==> src/rtl/sdram_arb_pkg.sv <==
// Shared types for the two-port SDRAM command/response arbiter.
// Defaults for address/data/mask widths live here so the interface and the RTL agree.
package sdram_arb_pkg;

  localparam int ADDR_W = 24;
  localparam int DATA_W = 16;
  localparam int MASK_W = DATA_W / 8;

  typedef logic port_id_t;

  localparam port_id_t PORT0 = 1'b0;
  localparam port_id_t PORT1 = 1'b1;

  typedef struct packed {
    logic [ADDR_W-1:0] address;
    logic              write;
    logic [DATA_W-1:0] data;
    logic [MASK_W-1:0] mask;
  } sdram_cmd_t;

  typedef enum logic {
    ARB_FREE   = 1'b0,
    ARB_LOCKED = 1'b1
  } arb_state_e;

  function automatic port_id_t other_port(input port_id_t p);
    return ~p;
  endfunction

endpackage

==> src/rtl/sdram_port_arbiter_if.sv <==
// One cmd/rsp stream pair. "master" issues commands and takes responses
// (the arbiter facing the controller); "slave" is the arbiter facing a requester.
interface sdram_port_arbiter_if;
  import sdram_arb_pkg::*;

  logic              cmd_valid;
  logic              cmd_ready;
  sdram_cmd_t        cmd_payload;
  logic              rsp_valid;
  logic              rsp_ready;
  logic [DATA_W-1:0] rsp_payload_data;

  modport master (
    output cmd_valid, cmd_payload, rsp_ready,
    input  cmd_ready, rsp_valid, rsp_payload_data
  );

  modport slave (
    input  cmd_valid, cmd_payload, rsp_ready,
    output cmd_ready, rsp_valid, rsp_payload_data
  );

endinterface

==> src/rtl/sdram_arb_route_fifo.sv <==
// Port-ID FIFO recording which requester issued each outstanding read.
// DEPTH must be a power of two (>= 2) so the pointers wrap for free.
module sdram_arb_route_fifo
  import sdram_arb_pkg::*;
#(
  parameter int DEPTH = 8
) (
  input  logic                   clk,
  input  logic                   reset,
  input  logic                   push,
  input  port_id_t               push_id,
  input  logic                   pop,
  output logic                   full,
  output logic                   empty,
  output port_id_t               head,
  output logic [$clog2(DEPTH):0] count
);

  localparam int PTR_W = $clog2(DEPTH);

  port_id_t         mem [DEPTH];
  logic [PTR_W-1:0] wr_ptr;
  logic [PTR_W-1:0] rd_ptr;
  logic [PTR_W:0]   cnt_q;
  logic             push_ok;
  logic             pop_ok;

  assign full    = (cnt_q == (PTR_W + 1)'(DEPTH));
  assign empty   = (cnt_q == '0);
  assign push_ok = push & ~full;
  assign pop_ok  = pop & ~empty;
  assign head    = mem[rd_ptr];
  assign count   = cnt_q;

  always_ff @(posedge clk) begin
    if (push_ok) begin
      mem[wr_ptr] <= push_id;
    end
  end

  always_ff @(posedge clk) begin
    if (reset) begin
      wr_ptr <= '0;
      rd_ptr <= '0;
      cnt_q  <= '0;
    end else begin
      if (push_ok) begin
        wr_ptr <= wr_ptr + 1'b1;
      end
      if (pop_ok) begin
        rd_ptr <= rd_ptr + 1'b1;
      end
      case ({push_ok, pop_ok})
        2'b10:   cnt_q <= cnt_q + 1'b1;
        2'b01:   cnt_q <= cnt_q - 1'b1;
        default: cnt_q <= cnt_q;
      endcase
    end
  end

endmodule

==> src/rtl/sdram_port_arbiter.sv <==
// Two-port arbiter sharing one SDRAM controller cmd/rsp stream pair.
// Build option SDRAM_ARB_FIXED_PRIO_EN: port 0 always wins when unlocked.
//
// state      | meaning
// ARB_FREE   | grant picked fresh each cycle (round-robin or fixed priority)
// ARB_LOCKED | a command stalled on the controller; grant held until it fires
module sdram_port_arbiter
  import sdram_arb_pkg::*;
#(
  parameter int PEND_DEPTH = 8
) (
  input  logic                        clk,
  input  logic                        reset,
  sdram_port_arbiter_if.slave         p0,
  sdram_port_arbiter_if.slave         p1,
  sdram_port_arbiter_if.master        io,
  output logic [$clog2(PEND_DEPTH):0] pending_count,
  output logic                        err_orphan_rsp
);

  arb_state_e state_q, state_d;
  port_id_t   grant_q, grant_d;
  port_id_t   pick;
  port_id_t   g;
  logic [1:0] req;
  sdram_cmd_t cmd_sel;
  logic       sel_valid;
  logic       rd_block;
  logic       cmd_valid_int;
  logic       cmd_fire;

  logic       fifo_full;
  logic       fifo_empty;
  port_id_t   fifo_head;
  logic       fifo_push;
  logic       fifo_pop;
  logic       rsp_live;
  logic       rsp_ready_int;

  assign req = {p1.cmd_valid, p0.cmd_valid};

`ifdef SDRAM_ARB_FIXED_PRIO_EN
  always_comb begin
    pick = PORT0;
    if (!req[PORT0] && req[PORT1]) begin
      pick = PORT1;
    end
  end
`else
  port_id_t last_q;
  port_id_t rr_other;

  assign rr_other = other_port(last_q);

  always_comb begin
    pick = rr_other;
    if (!req[rr_other] && req[last_q]) begin
      pick = last_q;
    end
  end

  // Reset to port 1 so port 0 is first in line after reset.
  always_ff @(posedge clk) begin
    if (reset) begin
      last_q <= PORT1;
    end else if (cmd_fire) begin
      last_q <= g;
    end
  end
`endif

  always_ff @(posedge clk) begin
    if (reset) begin
      state_q <= ARB_FREE;
      grant_q <= PORT0;
    end else begin
      state_q <= state_d;
      grant_q <= grant_d;
    end
  end

  always_comb begin
    state_d       = state_q;
    grant_d       = grant_q;
    g             = (state_q == ARB_LOCKED) ? grant_q : pick;
    cmd_sel       = (g == PORT1) ? p1.cmd_payload : p0.cmd_payload;
    sel_valid     = req[g];
    // A full FIFO blocks reads even if a response pops this cycle: no rsp->cmd path.
    rd_block      = ~cmd_sel.write & fifo_full;
    cmd_valid_int = sel_valid & ~rd_block & ~reset;
    cmd_fire      = cmd_valid_int & io.cmd_ready;

    case (state_q)
      ARB_FREE: begin
        if (cmd_valid_int && !io.cmd_ready) begin
          state_d = ARB_LOCKED;
          grant_d = g;
        end
      end
      ARB_LOCKED: begin
        if (cmd_fire) begin
          state_d = ARB_FREE;
        end
      end
      default: state_d = ARB_FREE;
    endcase
  end

  assign io.cmd_valid   = cmd_valid_int;
  assign io.cmd_payload = cmd_sel;
  assign p0.cmd_ready   = io.cmd_ready & ~rd_block & ~reset & (g == PORT0);
  assign p1.cmd_ready   = io.cmd_ready & ~rd_block & ~reset & (g == PORT1);

  assign fifo_push = cmd_fire & ~cmd_sel.write;

  sdram_arb_route_fifo #(
    .DEPTH (PEND_DEPTH)
  ) u_route_fifo (
    .clk     (clk),
    .reset   (reset),
    .push    (fifo_push),
    .push_id (g),
    .pop     (fifo_pop),
    .full    (fifo_full),
    .empty   (fifo_empty),
    .head    (fifo_head),
    .count   (pending_count)
  );

  // With nothing pending the controller is always drained so an orphan beat cannot hang it.
  assign rsp_ready_int = fifo_empty
                       | ((fifo_head == PORT1) ? p1.rsp_ready : p0.rsp_ready);
  assign rsp_live      = io.rsp_valid & ~fifo_empty & ~reset;
  assign fifo_pop      = rsp_live & rsp_ready_int;

  assign io.rsp_ready        = rsp_ready_int;
  assign p0.rsp_valid        = rsp_live & (fifo_head == PORT0);
  assign p1.rsp_valid        = rsp_live & (fifo_head == PORT1);
  assign p0.rsp_payload_data = io.rsp_payload_data;
  assign p1.rsp_payload_data = io.rsp_payload_data;

  always_ff @(posedge clk) begin
    if (reset) begin
      err_orphan_rsp <= 1'b0;
    end else if (io.rsp_valid && fifo_empty) begin
      err_orphan_rsp <= 1'b1;
    end
  end

endmodule

==> src/flat_wrapper.sv <==
// flat-port wrapper written by rule: the top's interface ports become plain ports
module sdram_port_arbiter_flat import sdram_arb_pkg::*;
#(
  parameter int PEND_DEPTH = 8
)
  (clk, reset, pending_count, err_orphan_rsp, p0_cmd_valid, p0_cmd_payload, p0_rsp_ready, p0_cmd_ready, p0_rsp_valid, p0_rsp_payload_data, p1_cmd_valid, p1_cmd_payload, p1_rsp_ready, p1_cmd_ready, p1_rsp_valid, p1_rsp_payload_data, io_cmd_valid, io_cmd_payload, io_rsp_ready, io_cmd_ready, io_rsp_valid, io_rsp_payload_data);
  sdram_port_arbiter_if p0_i ();
  sdram_port_arbiter_if p1_i ();
  sdram_port_arbiter_if io_i ();
  input  logic clk;
  input  logic reset;
  output logic [$clog2(PEND_DEPTH):0] pending_count;
  output logic err_orphan_rsp;
  input wire logic [$bits(p0_i.cmd_valid)-1:0] p0_cmd_valid;
  input wire logic [$bits(p0_i.cmd_payload)-1:0] p0_cmd_payload;
  input wire logic [$bits(p0_i.rsp_ready)-1:0] p0_rsp_ready;
  output wire logic [$bits(p0_i.cmd_ready)-1:0] p0_cmd_ready;
  output wire logic [$bits(p0_i.rsp_valid)-1:0] p0_rsp_valid;
  output wire logic [$bits(p0_i.rsp_payload_data)-1:0] p0_rsp_payload_data;
  input wire logic [$bits(p1_i.cmd_valid)-1:0] p1_cmd_valid;
  input wire logic [$bits(p1_i.cmd_payload)-1:0] p1_cmd_payload;
  input wire logic [$bits(p1_i.rsp_ready)-1:0] p1_rsp_ready;
  output wire logic [$bits(p1_i.cmd_ready)-1:0] p1_cmd_ready;
  output wire logic [$bits(p1_i.rsp_valid)-1:0] p1_rsp_valid;
  output wire logic [$bits(p1_i.rsp_payload_data)-1:0] p1_rsp_payload_data;
  output wire logic [$bits(io_i.cmd_valid)-1:0] io_cmd_valid;
  output wire logic [$bits(io_i.cmd_payload)-1:0] io_cmd_payload;
  output wire logic [$bits(io_i.rsp_ready)-1:0] io_rsp_ready;
  input wire logic [$bits(io_i.cmd_ready)-1:0] io_cmd_ready;
  input wire logic [$bits(io_i.rsp_valid)-1:0] io_rsp_valid;
  input wire logic [$bits(io_i.rsp_payload_data)-1:0] io_rsp_payload_data;
  assign p0_i.cmd_valid = p0_cmd_valid;
  assign p0_i.cmd_payload = p0_cmd_payload;
  assign p0_i.rsp_ready = p0_rsp_ready;
  assign p0_cmd_ready = p0_i.cmd_ready;
  assign p0_rsp_valid = p0_i.rsp_valid;
  assign p0_rsp_payload_data = p0_i.rsp_payload_data;
  assign p1_i.cmd_valid = p1_cmd_valid;
  assign p1_i.cmd_payload = p1_cmd_payload;
  assign p1_i.rsp_ready = p1_rsp_ready;
  assign p1_cmd_ready = p1_i.cmd_ready;
  assign p1_rsp_valid = p1_i.rsp_valid;
  assign p1_rsp_payload_data = p1_i.rsp_payload_data;
  assign io_cmd_valid = io_i.cmd_valid;
  assign io_cmd_payload = io_i.cmd_payload;
  assign io_rsp_ready = io_i.rsp_ready;
  assign io_i.cmd_ready = io_cmd_ready;
  assign io_i.rsp_valid = io_rsp_valid;
  assign io_i.rsp_payload_data = io_rsp_payload_data;
  sdram_port_arbiter #(.PEND_DEPTH(PEND_DEPTH)) u_core (.clk(clk), .reset(reset), .p0(p0_i), .p1(p1_i), .io(io_i), .pending_count(pending_count), .err_orphan_rsp(err_orphan_rsp));
endmodule
==> config.mk <==
export PLATFORM = sky130hd
export DESIGN_NAME = sdram_port_arbiter_flat
export DESIGN_NICKNAME = d
export VERILOG_FILES = /design/src/rtl/sdram_arb_pkg.sv /design/src/rtl/sdram_port_arbiter_if.sv /design/src/rtl/sdram_arb_route_fifo.sv /design/src/rtl/sdram_port_arbiter.sv /design/src/flat_wrapper.sv
export SDC_FILE = /design/constraint.sdc
export NUM_CORES = 1
export LEC_CHECK = 0
export ABC_CLOCK_PERIOD_IN_PS = 3100
export BUFFER_PORTS_ARGS = -buffer_cell sky130_fd_sc_hd__buf_2
export CAP_MARGIN = 0
export CELL_PAD_IN_SITES_DETAIL_PLACEMENT = 1
export CELL_PAD_IN_SITES_GLOBAL_PLACEMENT = 1
export CORE_UTILIZATION = 24
export CTS_CLUSTER_SIZE = 30
export DETAILED_ROUTE_END_ITERATION = 8
export PLACE_DENSITY_LB_ADDON = 0.3
export SLEW_MARGIN = 20
export SYNTH_ARGS = -nofsm -noshare
export SYNTH_HDL_FRONTEND = slang
export SYNTH_SLANG_ARGS = --single-unit
==> constraint.sdc <==
create_clock -name clk -period 3.1 [get_ports clk]
set_input_delay 0.62 -clock clk [delete_from_list [all_inputs] [get_ports clk]]
set_output_delay 0.62 -clock clk [all_outputs]
set_load 0.02 [all_outputs]
### Word-level counts from Yosys, hierarchy flattened

Memories as Yosys holds them, arrays and structs flattened. A register that Yosys moved wholly into a read port is not among the register bits.
Cells that the tools add are included.
Widths: inputs -> output; s select.

* memory bits (writable): 8
* memories: 1
* output and inout bits: 86
* input port bits: 110
* register bits: 14

* muxes and demuxes: 18
* order comparisons: 3
* bitwise gates (word level): 26
* equality and inequality tests: 3
* reduce and logical (&&, ||, !) cells: 8
* $add $sub $neg: 4

Memory list
* u_core.u_route_fifo.mem: depth 8, width 1, rd ports 1, clocked after memory_dff 1, write ports 1, RTL line sdram_arb_route_fifo.sv:21 `port_id_t mem [DEPTH];`

Operators with widths (number)
* $mux 43: 1
* $and 1x1->1: 16
* $mux 1: 13
* $not 1->1: 9
* $pmux 4 s2: 1
* $add 3x1->3 const B: 2
* $lt 1x2->1 const B: 3
* $mux 3: 2
* $add 4x1->4 const B: 1
* $eq 4x4->1 const B: 1
* $logic_not 4->1: 1
* $sub 4x1->4 const B: 1
* $logic_and 1x1->1: 3
* $eq 2x1->1 const B: 1
* $eq 2x2->1 const B: 1
* $logic_not 1->1: 2
* $pmux 1 s2: 1
* $reduce_and 2->1: 1
* $reduce_bool 2->1: 1
* $or 1x1->1: 1

### Logic depth before layout (Yosys ltp)

Gate-level depths: netlist (run 1).

* depth in word-level cells: 18
* gate-level depth with buffers: 13
* depth with buffers taken out: 13

### Modules after synthesis

From an unflattened synthesis (run 1), not the netlist that was laid out.

* cells, all modules: 216
* area total of the unflattened synthesis: 2123.3 µm²

By module, submodules not included
* sdram_port_arbiter: area an instance 1112.3 µm², cells an instance 131, instances 1
* sdram_arb_route_fifo: area an instance 1011.0 µm², cells an instance 85, instances 1

### Worst setup path before layout (run 1)

OpenSTA, ideal clock, no wires.

* path type: register -> register
* from: reg with a tool-made name
* to: reg u_core.u_route_fifo.cnt_q[2], in the netlist u_core.u_route_fifo.count[2]
* stages on the path, launching flop included: 11
* path slack: 343 ps
* clock period less this slack: 2757 ps
* arrival time: 2687 ps
* cell sequence: dfxtp_1 > mux4_2 > mux2i_4 > mux2i_4 > ha_1 > xor2_1 > ha_1 > a21oi_1 > xor2_1 > or3_1 > a21oi_1

RTL lines
* end signal, assigned: RTL line sdram_arb_route_fifo.sv:54 `2'b10: cnt_q <= cnt_q + 1'b1;`
* end signal, assigned: RTL line sdram_arb_route_fifo.sv:55 `2'b01: cnt_q <= cnt_q - 1'b1;`
* end signal, assigned: RTL line sdram_arb_route_fifo.sv:56 `default: cnt_q <= cnt_q;`
* end, declared: RTL line sdram_arb_route_fifo.sv:24 `logic [PTR_W:0] cnt_q;`

==> results of run 1 <==
## worst paths after layout
kind | startpoint | to | slack [ns] | cells after the start
setup / recovery | register | u_core.u_route_fifo.count[2]$_SDFFE_PP0P_ | 0.23 | 10
hold / removal | u_core.u_route_fifo.rd_ptr[2]$_SDFFE_PP0P_ | register | 0.47 | 1
setup reg to reg | register | u_core.u_route_fifo.count[2]$_SDFFE_PP0P_ | 0.23 | 10
hold reg to reg | u_core.u_route_fifo.rd_ptr[2]$_SDFFE_PP0P_ | register | 0.47 | 1
## worst register-to-register path, stage by stage (launching register included)
cell	delay (ns)
dfxtp_1	0.39
mux4_2	0.55
mux2i_4	0.26
mux2i_4	0.31
ha_1	0.30
xor2_1	0.17
ha_1	0.16
a21oi_1	0.05
xor2_1	0.15
or3_1	0.31
a21oi_1	0.15
## stage by stage
step	hold slack, ns	worst slack (ns)	utilization	cell area [um2]	total power (uW)
finish	0.469	0.233	0.325	2830	1100
global route	0.494	0.00954	0.325	2830	1180
CTS	0.473	0.231	0.325	2830	1120
detailed placement	0.460	0.234	0.319	2780	910
global placement	0.440	0.353	0.319	2780	902
floorplan	0.428	0.343	-	2150	764
## kinds of logic (layout without fill, tap and decap cells)
logic type | count (synthesis) | in the layout | share of synthesized area
XOR/XNOR | 4 | 4 | 0.0197
buffers and inverters | 50 | 163 | 0.145
AO/OA/AOI/OAI | 20 | 20 | 0.0662
flip-flops | 25 | 25 | 0.269
AND/OR/NAND/NOR | 191 | 191 | 0.384
adder cells (fa/ha/maj) | 5 | 5 | 0.0290
multiplexers | 13 | 13 | 0.0865
## power groups by stage
stage | clock, uW | combinational, uW | sequential [uW]
after floorplan | 0 | 391 | 372
after global placement | 0 | 531 | 371
after detailed placement | 0 | 538 | 372
after CTS | 212 | 540 | 364
after global routing | 227 | 588 | 366
final | 208 | 529 | 364
## cell type report
cell class                 count  share of cell area
tap                          108              0.0477
clock inverter                 1             0.00309
timing repair buffer         153               0.276
multi-input combinational    233               0.446
sequential                    25               0.205
clock buffer                   3              0.0146
inverter                       6             0.00795
## placed cells by master, fill, tap and decap left out, drive strengths merged, types with 5 or more instances in the layout
cell type  Yosys  layout
nor4           6       6
buf           33     153
nor2          14      14
o21ai          5       5
mux2i          9       9
nand2        139     139
nor2b          6       6
dfxtp         17      17
edfxtp         8       8
a21oi          5       5
nand2b         9       9
inv            6       7
nor3           5       5
ha             5       5
## per-layer routing
| layer | share of wire | track usage | vias to the layer above |
|---|---|---|---|
| met5 | 0 | 0 | - |
| met4 | 0.0091 | 0.0333 | 0 |
| li1 | - | - | 1194 |
| met3 | 0.064 | 0.0318 | 8 |
| met2 | 0.51 | 0.261 | 99 |
| met1 | 0.42 | 0.162 | 1090 |
==> summary.md, run 1 <==
| Metric | Value |
|---|---|
| Outcome | complete, no violations |
| TritonCTS clock tree | yes |
| Final hold vios | 0 |
| Switch Pwr | 464 uW |
| Number of synthesized flops with an enable pin | 8 |
| Overall routed net length | 6620 um |
| Post-CTS Setup Repair Bufs | 0 |
| Inst Count DP | 525 |
| Vias per cell | 4.52 |
| Slowest stage delay, CP | 0.55 ns |
| Synth area leader | nand2_1 |
| Area of the multi-input gates | 1260 um2 |
| Post-DP HPWL | 5420 um |
| Fmax | 0.349 GHz |
| Grt ovf | 0 |
| Clock sinks | 25 |
| DR DRC count | 0 |
| Slowest cell on crit path | mux4_2 |
| DIE WIDTH | 96.8 um |
| Clock share of power | 0.189 |
| Vias in the first global route | 2473 |
| Final clock skew | 0.00852 ns |
| Synth cell types | 45 |
| Async S/R FF share, synth | 0 |
| Post-Syn Instances | 308 |
| Global Route Usage Sum | 0.141 |
| Routed vias | 2391 |
| Setup TNS | 0 ns |
| #FFs+latches synth | 25 |
| Worst Tran Pin Value | 0.518 ns |
| Initial antenna violation count | 0 |
| Worst-Skew Late Latency | 0.27 ns |
| Top cell family by delay on the critical path | multiplexers |
| Nature of the critical path endpoint | register |
| Max VDD drop | 172 uV |
| Crit Path Class | register to register |
| Register area share after synthesis | 0.269 |
| CTS buffer count | 3 |
| CP required | 3.30 ns |
| Logic pwr share | 0.480 |
| CP Launch Type | register |
| Post-Syn Nets | 423 |
| Mapped cell area | 2150 um2 |
| First-pass GRT wire length | 11100 um |
| Ys flop type | dfxtp_1 |
| P_leak | 0.00152 uW |
| Internal Power | 637 uW |
| Fin cells | 529 |
| Area delta synth->final | 31.4% |
| Largest net degree at the start of global routing | 52 |
| Avg Inst Size Synth | 7.00 um2 |
| RSZ-0062 raised after global routing | no |
| Fillers | 1144 |
| PostCTS Resize Cnt | 0 |
| RePlAce Congestion | 0.764 |
| Initial Utilization | 0.247 |
| Flop pwr share | 0.331 |
| Largest cells by area after synthesis | nand2_1 (24%), dfxtp_1 (16%), buf_4 (11%) |
| Finish-stage setup viols | 0 |
| Final slew viol count | 0 |
| CP max FO | 5 |
| Layout cells sized above 1 | 0.409 |
| Die H | 96.8 um |
| Sequential Area | 581 um2 |
| Count leader, synth | nand2_1 |
| H-tree levels | 1 |
| CP Cell Sequence | mux4_2, mux2i_4, mux2i_4, ha_1, xor2_1, ha_1, a21oi_1, xor2_1, or3_1, a21oi_1 |
| Syn. warnings | 0 |
| # IOs | 196 |
| Min-Delay Path Class | register to register |
| Worst-path clk slew | 0.10 ns |
| Cts hold-fix bufs | 0 |
| Crit path arrival time | 3.07 ns |
| CORE AREA | 8720 um2 |
| Die area | 9360 um2 |
| Clock Path Buffers | 2 |
| Crit share post-route | 0.925 |
| Post-synth top area share | 0.240 |
| Power density over the cells | 389 nW/um2 |
| Antenna Cells | 0 |
| Root Driver | clkbuf_8 |
| Tmin final | 2.87 ns |
| Port Buffer Count | 147 |
| Floorplan row count | 34 |
| Final ANT Viol Nets | 0 |
| NumNets Final | 537 |
| Sw Share | 0.422 |
| Wire per inst | 12.5 um |
| Drt pass-1 iters | 4 |
| Crit path buf inv count | 0 |
| Max cap viols | 0 |
| Headroom to the max-slew limit | 0.655 |
| Post-synth top cells | nand2_1 (138), buf_4 (33), dfxtp_1 (17) |
| Initial DRC count | 41 |
(Power assumes the default switching activity.)
==> inputs of run 2 (changes only) <==
--- a/config.mk
+++ b/config.mk
@@ -10,10 +10,12 @@
 export CAP_MARGIN = 0
 export CELL_PAD_IN_SITES_DETAIL_PLACEMENT = 1
 export CELL_PAD_IN_SITES_GLOBAL_PLACEMENT = 1
+export CORE_ASPECT_RATIO = 0.7
 export CORE_UTILIZATION = 24
 export CTS_CLUSTER_SIZE = 30
 export DETAILED_ROUTE_END_ITERATION = 8
 export PLACE_DENSITY_LB_ADDON = 0.3
+export REMOVE_ABC_BUFFERS = 1
 export SLEW_MARGIN = 20
 export SYNTH_ARGS = -nofsm -noshare
 export SYNTH_HDL_FRONTEND = slang
==> run 2 against run 1 <==
Critical path depth unchanged. Worst setup slack gained 0.0072 ns. Flip-flop and latch count unchanged. First-iteration DRC count grew 130%. Largest cell class unchanged.
==> summary.md, run 2 (synthesized netlist as in run 1, its figures left out) <==
| Metric | Value |
|---|---|
| TritonCTS clock tree | yes |
| Slowest cell on crit path | mux4_2 |
| RSZ-0062 raised after global routing | no |
| Worst R2R Path Depth | 10 (unchanged) |
| Initial Utilization | 0.251 (+0.00396) |
| CP max FO | 5 (unchanged) |
| Die area | 9370 um2 (about the same) |
| CTS buffer count | 3 (unchanged) |
| Fillers | 1108 (-3.1%) |
| Drt pass-1 iters | 4 (unchanged) |
| Cts hold-fix bufs | 0 (unchanged) |
| PostCTS Resize Cnt | 0 (unchanged) |
| Post-CTS Setup Repair Bufs | 0 (unchanged) |
| Worst-Skew Late Latency | 0.26 ns (about the same) |
| Most frequent cells in the layout | buf_2 (147), nand2_1 (138), dfxtp_1 (17), nor2_1 (14), nand2b_1 (9) |
| Grt ovf | 0 (unchanged) |
| Worst Tran Pin Value | 0.511 ns (-0.00704 ns) |
| Post-layout util | 0.334 (+0.00900) |
| Commonest non-fill, non-tap cell in the layout | buf_2 |
| Final slew viol count | 0 (unchanged) |
| Clock Path Buffers | 2 (unchanged) |
| Post-DP HPWL | 6250 um (+15%) |
| CP Cell Sequence | mux4_2, mux2i_4, mux2i_4, ha_1, xor2_1, ha_1, a21oi_1, xor2_1, or3_1, a21oi_1 |
| Cell area after layout | 2860 um2 (+1.1%) |
| Vias in the first global route | 2268 (-8.3%) |
| Placement-stage cell area | 2780 um2 (unchanged) |
| CP Launch Type | register |
| H-tree levels | 1 (unchanged) |
| Largest net degree at the start of global routing | 52 (unchanged) |
| Antenna Cells | 0 (unchanged) |
| Routed vias | 2384 (-0.29%) |
| First-pass GRT wire length | 11100 um (+0.12%) |
| P_leak | 0.00153 uW (about the same) |
| Min-Delay Path Class | register to register |
| RePlAce Congestion | 0.722 (-5.5%) |
| # IOs | 196 (unchanged) |
| Layout cells sized above 1 | 0.406 (-0.00282) |
| Slowest stage delay, CP | 0.54 ns (about the same) |
| DIE WIDTH | 115 um (+19%) |
| Fmax | 0.350 GHz (+0.25%) |
| Reg-to-Reg End | u_core.u_route_fifo.count[2]$_SDFFE_PP0P_ |
| Worst-path clk slew | 0.07 ns (-0.03 ns) |
| Final ANT Viol Nets | 0 (unchanged) |
| Area delta synth->final | 32.9% |
| Pre-CTS setup slack | 0.211 ns (-0.0229 ns) |
| Crit path buf inv count | 0 (unchanged) |
| Global Route Usage Sum | 0.151 (+0.0105) |
| DR DRC count | 0 (unchanged) |
| Floorplan row count | 28 (-18%) |
| Top cell family by delay on the critical path | multiplexers |
| Max VDD drop | 246 uV (+43%) |
| Initial DRC count | 95 (+130%) |
| Final clock skew | 0.00219 ns (-0.00633 ns) |
| Setup TNS | 0 ns (unchanged) |
| Nature of the critical path endpoint | register |
| Root Driver | clkbuf_16 |
| CP required | 3.29 ns (about the same) |
| Hold path cells | 1 (unchanged) |
| Tmin final | 2.86 ns (-0.00716 ns) |
| Setup slack, reg-to-reg | 0.24 ns (about the same) |
| Initial antenna violation count | 0 (unchanged) |
| CORE AREA | 8580 um2 (-1.6%) |
| Finish-stage setup viols | 0 (unchanged) |
| Power density over the cells | 415 nW/um2 (+6.8%) |
| Outcome | complete, no violations |
| Final hold vios | 0 (unchanged) |
| Overall routed net length | 7590 um (+15%) |
| Die H | 81.3 um (-16%) |
| Max cap viols | 0 (unchanged) |
| Vias per cell | 4.42 (-2.1%) |
| Crit path arrival time | 3.05 ns (-0.02 ns) |
| Cell depth of the worst setup path | 10 (unchanged) |
| NumNets Final | 535 (-0.37%) |
| Worst Hold Launch | u_core.u_route_fifo.rd_ptr[2]$_SDFFE_PP0P_ |
| Wire per inst | 14.1 um (+13%) |
| Crit Path Class | register to register |
| Headroom to the max-slew limit | 0.659 (+0.00469) |
| Clock sinks | 25 (unchanged) |
| Final WS setup | 0.240 ns (+0.00716 ns) |
| Crit share post-route | 0.923 (-0.00231) |
| Port Buffer Count | 147 (unchanged) |
run 2: changes by cell type in the layout (fill, tap and decap cells not counted), sizes merged:
cell      delta
buf          -2
clkinvlp     +1
inv          -1
run 2: final cells by class:
class / count / area, um2 / share of cell area
inverter: 6 / 22.5 / 0.00786
tap: 120 / 150 / 0.0524
timing repair buffer: 151 / 766 / 0.267
clock inverter: 1 / 7.51 / 0.00262
clock buffer: 3 / 75.1 / 0.0262
multi-input combinational: 233 / 1260 / 0.441
sequential: 25 / 581 / 0.203
run 2: power breakdown:
group          switching [uW]  internal [uW]
Combinational             343            190
Sequential               13.2            352
Clock                     117            175
run 2: how the worst max path moves through the flow:
stage | from | end
floorplan | p1_cmd_valid | u_core.u_route_fifo.count[2]$_SDFFE_PP0P_
global placement | p1_cmd_valid | u_core.u_route_fifo.count[2]$_SDFFE_PP0P_
detailed placement | p1_cmd_valid | u_core.u_route_fifo.count[2]$_SDFFE_PP0P_
CTS | register | u_core.u_route_fifo.count[2]$_SDFFE_PP0P_
global route | register | u_core.u_route_fifo.count[2]$_SDFFE_PP0P_
finish | register | u_core.u_route_fifo.count[2]$_SDFFE_PP0P_
run 2: routing by layer:
layer  track usage  routed length [um]  up-vias
met4        0.0195                  27        0
met3        0.0336                 300        2
li1              -                   -     1190
met2         0.254                3870       56
met1         0.201                3390     1136
met5        0.0167                   0        -
run 2: per-stage QoR:
stage / power, uW / hold WS (ns) / std cells
floorplan: 690 / 0.428 / 264
global placement: 901 / 0.445 / 535
detailed placement: 914 / 0.469 / 535
CTS: 1210 / 0.481 / 539
global route: 1270 / 0.511 / 539
finish: 1190 / 0.473 / 539
==> inputs of run 3 (changes only) <==
--- a/config.mk
+++ b/config.mk
@@ -6,15 +6,16 @@
 export NUM_CORES = 1
 export LEC_CHECK = 0
 export ABC_CLOCK_PERIOD_IN_PS = 3100
-export BUFFER_PORTS_ARGS = -buffer_cell sky130_fd_sc_hd__buf_2
 export CAP_MARGIN = 0
 export CELL_PAD_IN_SITES_DETAIL_PLACEMENT = 1
 export CELL_PAD_IN_SITES_GLOBAL_PLACEMENT = 1
 export CORE_ASPECT_RATIO = 0.7
-export CORE_UTILIZATION = 24
+export CORE_UTILIZATION = 25
 export CTS_CLUSTER_SIZE = 30
 export DETAILED_ROUTE_END_ITERATION = 8
+export DONT_BUFFER_PORTS = 1
 export PLACE_DENSITY_LB_ADDON = 0.3
+export RECOVER_POWER = 50
 export REMOVE_ABC_BUFFERS = 1
 export SLEW_MARGIN = 20
 export SYNTH_ARGS = -nofsm -noshare
==> run 3 against run 2 <==
Via count shrank 23%. Cell area decreased by 27%. Final cell count shrank 30%. Fmax up 1.5%. Utilization down 7.4 points. Register-to-register slack better by 0.04 ns. Combinational power decreased by 28%. Routed wire length down 14%. Worst hold slack lost 0.066 ns. Largest cell class unchanged. Highest routed layer unchanged.
==> summary.md, run 3 (synthesized netlist as in run 1, its figures left out) <==
| Metric | Value |
|---|---|
| Slowest cell on crit path | mux4_2 |
| Worst-Skew Late Latency | 0.27 ns (about the same) |
| Final clock skew | 0.00309 ns (+0.000891 ns) |
| Overall routed net length | 6510 um (-14%) |
| Slowest stage delay, CP | 0.54 ns (about the same) |
| CP max FO | 5 (unchanged) |
| Final slew viol count | 0 (unchanged) |
| Worst Tran Pin Value | 0.550 ns (+0.0397 ns) |
| Max cap viols | 0 (unchanged) |
| Fillers | 1017 (-8.2%) |
| Initial Utilization | 0.266 (+0.0147) |
| Area of the multi-input gates | 1240 um2 (-1.6%) |
| TritonCTS clock tree | yes |
| Most frequent cells in the layout | nand2_1 (138), dfxtp_1 (17), nor2_1 (14), nand2b_1 (9), edfxtp_1 (8) |
| Fmax | 0.355 GHz (+1.5%) |
| Layout cells sized above 1 | 0.0688 (-0.337) |
| Initial DRC count | 79 (-17%) |
| Clock Path Buffers | 2 (unchanged) |
| Sequential Area | 581 um2 (unchanged) |
| Cts hold-fix bufs | 0 (unchanged) |
| Root Driver | clkbuf_16 |
| Outcome | complete, no violations |
| CP Cell Sequence | mux4_2, mux2i_4, mux2i_4, ha_1, xor2_1, ha_1, a21oi_1, xor2_1, or3_1, a21oi_1 |
| CORE AREA | 8110 um2 (-5.5%) |
| Power Total | 1060 uW (-11%) |
| Max VDD drop | 188 uV (-24%) |
| Grt ovf | 0 (unchanged) |
| Crit Path Class | register to register |
| Wire per inst | 17.3 um (+23%) |
| Final ANT Viol Nets | 0 (unchanged) |
| Area delta synth->final | -2.38% |
| RSZ-0062 raised after global routing | no |
| Die area | 9000 um2 (-3.9%) |
| DR DRC count | 0 (unchanged) |
| Post-DP HPWL | 5160 um (-17%) |
| Port Buffer Count | 0 (-100%) |
| Logic pwr share | 0.363 (-0.085) |
| Setup TNS | 0 ns (unchanged) |
| Post-layout util | 0.259 (-0.0743) |
| CTS buffer count | 3 (unchanged) |
| Finish-stage setup viols | 0 (unchanged) |
| # IOs | 196 (unchanged) |
| Nature of the critical path endpoint | register |
| Worst-path clk slew | 0.07 ns (about the same) |
| Largest net degree at the start of global routing | 52 (unchanged) |
| Clock sinks | 25 (unchanged) |
| NumNets Final | 392 (-27%) |
| Tmin final | 2.82 ns (-0.0424 ns) |
| Final hold vios | 0 (unchanged) |
| Headroom to the max-slew limit | 0.633 (-0.0264) |
| Internal Power | 612 uW (-15%) |
| CP Launch Type | register |
| Clock share of power | 0.293 (+0.048) |
| H-tree levels | 1 (unchanged) |
| Drt pass-1 iters | 4 (unchanged) |
| PostCTS Resize Cnt | 0 (unchanged) |
| P_leak | 0.000931 uW (-39%) |
| Power density over the cells | 503 nW/um2 (+21%) |
| CP required | 3.31 ns (+0.02 ns) |
| Sw Share | 0.421 (+0.0238) |
| Vias per cell | 4.89 (+11%) |
| Switch Pwr | 446 uW (-5.7%) |
| Antenna Cells | 0 (unchanged) |
| RePlAce Congestion | 0.723 (+0.15%) |
| Crit share post-route | 0.909 (-0.0137) |
| Placement-stage cell area | 2050 um2 (-26%) |
| Die H | 79.7 um (-2.0%) |
| Cell area after layout | 2100 um2 (-27%) |
| Crit path arrival time | 3.03 ns (-0.02 ns) |
| Floorplan row count | 27 (-3.6%) |
| Post-CTS Setup Repair Bufs | 0 (unchanged) |
| Flop pwr share | 0.344 (+0.037) |
| Commonest non-fill, non-tap cell in the layout | nand2_1 |
| Global Route Usage Sum | 0.134 (-0.0171) |
| DIE WIDTH | 113 um (-2.0%) |
| Initial antenna violation count | 0 (unchanged) |
| Vias in the first global route | 1681 (-26%) |
| First-pass GRT wire length | 9260 um (-17%) |
| Routed vias | 1843 (-23%) |
| Min-Delay Path Class | input port to register |
| Worst Hold Launch | reset |
run 3: through the flow:
| stage | setup slack, ns | hold slack [ns] | std cells |
|---|---|---|---|
| finish | 0.282 | 0.407 | 377 |
| global route | 0.0433 | 0.398 | 377 |
| CTS | 0.258 | 0.402 | 377 |
| detailed placement | 0.267 | 0.453 | 373 |
| global placement | 0.350 | 0.443 | 373 |
| floorplan | -0.676 | 0.428 | 264 |
run 3: power groups by stage:
stage	Combinational (uW)	Sequential, uW	Clock, uW
global placement	391	371	0
floorplan	317	373	0
CTS	396	364	318
global route	418	365	332
finish	384	364	310
detailed placement	395	372	0
run 3: critical path, delay by kind of cell, from the launching register on:
| family | cells | cell delay (ns) |
|---|---|---|
| AOI/OAI and AO/OA | 2 | 0.19 |
| xor gates and xnor gates | 2 | 0.32 |
| adders and majority gates | 2 | 0.46 |
| DFF | 1 | 0.38 |
| muxes | 3 | 1.10 |
| and+or+nand+nor | 1 | 0.31 |
run 3: routing by layer:
layer,share of wire,wire [um],track usage
met5,0,0,0
met4,0.0040,26,0.0197
met3,0.076,494,0.0645
met2,0.43,2800,0.180
met1,0.49,3190,0.192
run 3: layout make-up:
type                    count  area share
flip-flops and latches     25       0.276
well taps                 101      0.0601
multi-input cells         233       0.591
repair buffers              8      0.0232
clock inverters             1     0.00357
clock buffers               3      0.0357
inverters                   6      0.0107
run 3: worst paths after layout:
check | end | cells after the start | slack (ns)
max reg2reg | u_core.u_route_fifo.count[2]$_SDFFE_PP0P_ | 10 | 0.28
min | u_core.u_route_fifo.count[2]$_SDFFE_PP0P_ | 1 | 0.41
max | u_core.u_route_fifo.count[2]$_SDFFE_PP0P_ | 10 | 0.28
min reg2reg | u_core.u_route_fifo.rd_ptr[2]$_SDFFE_PP0P_ | 1 | 0.47
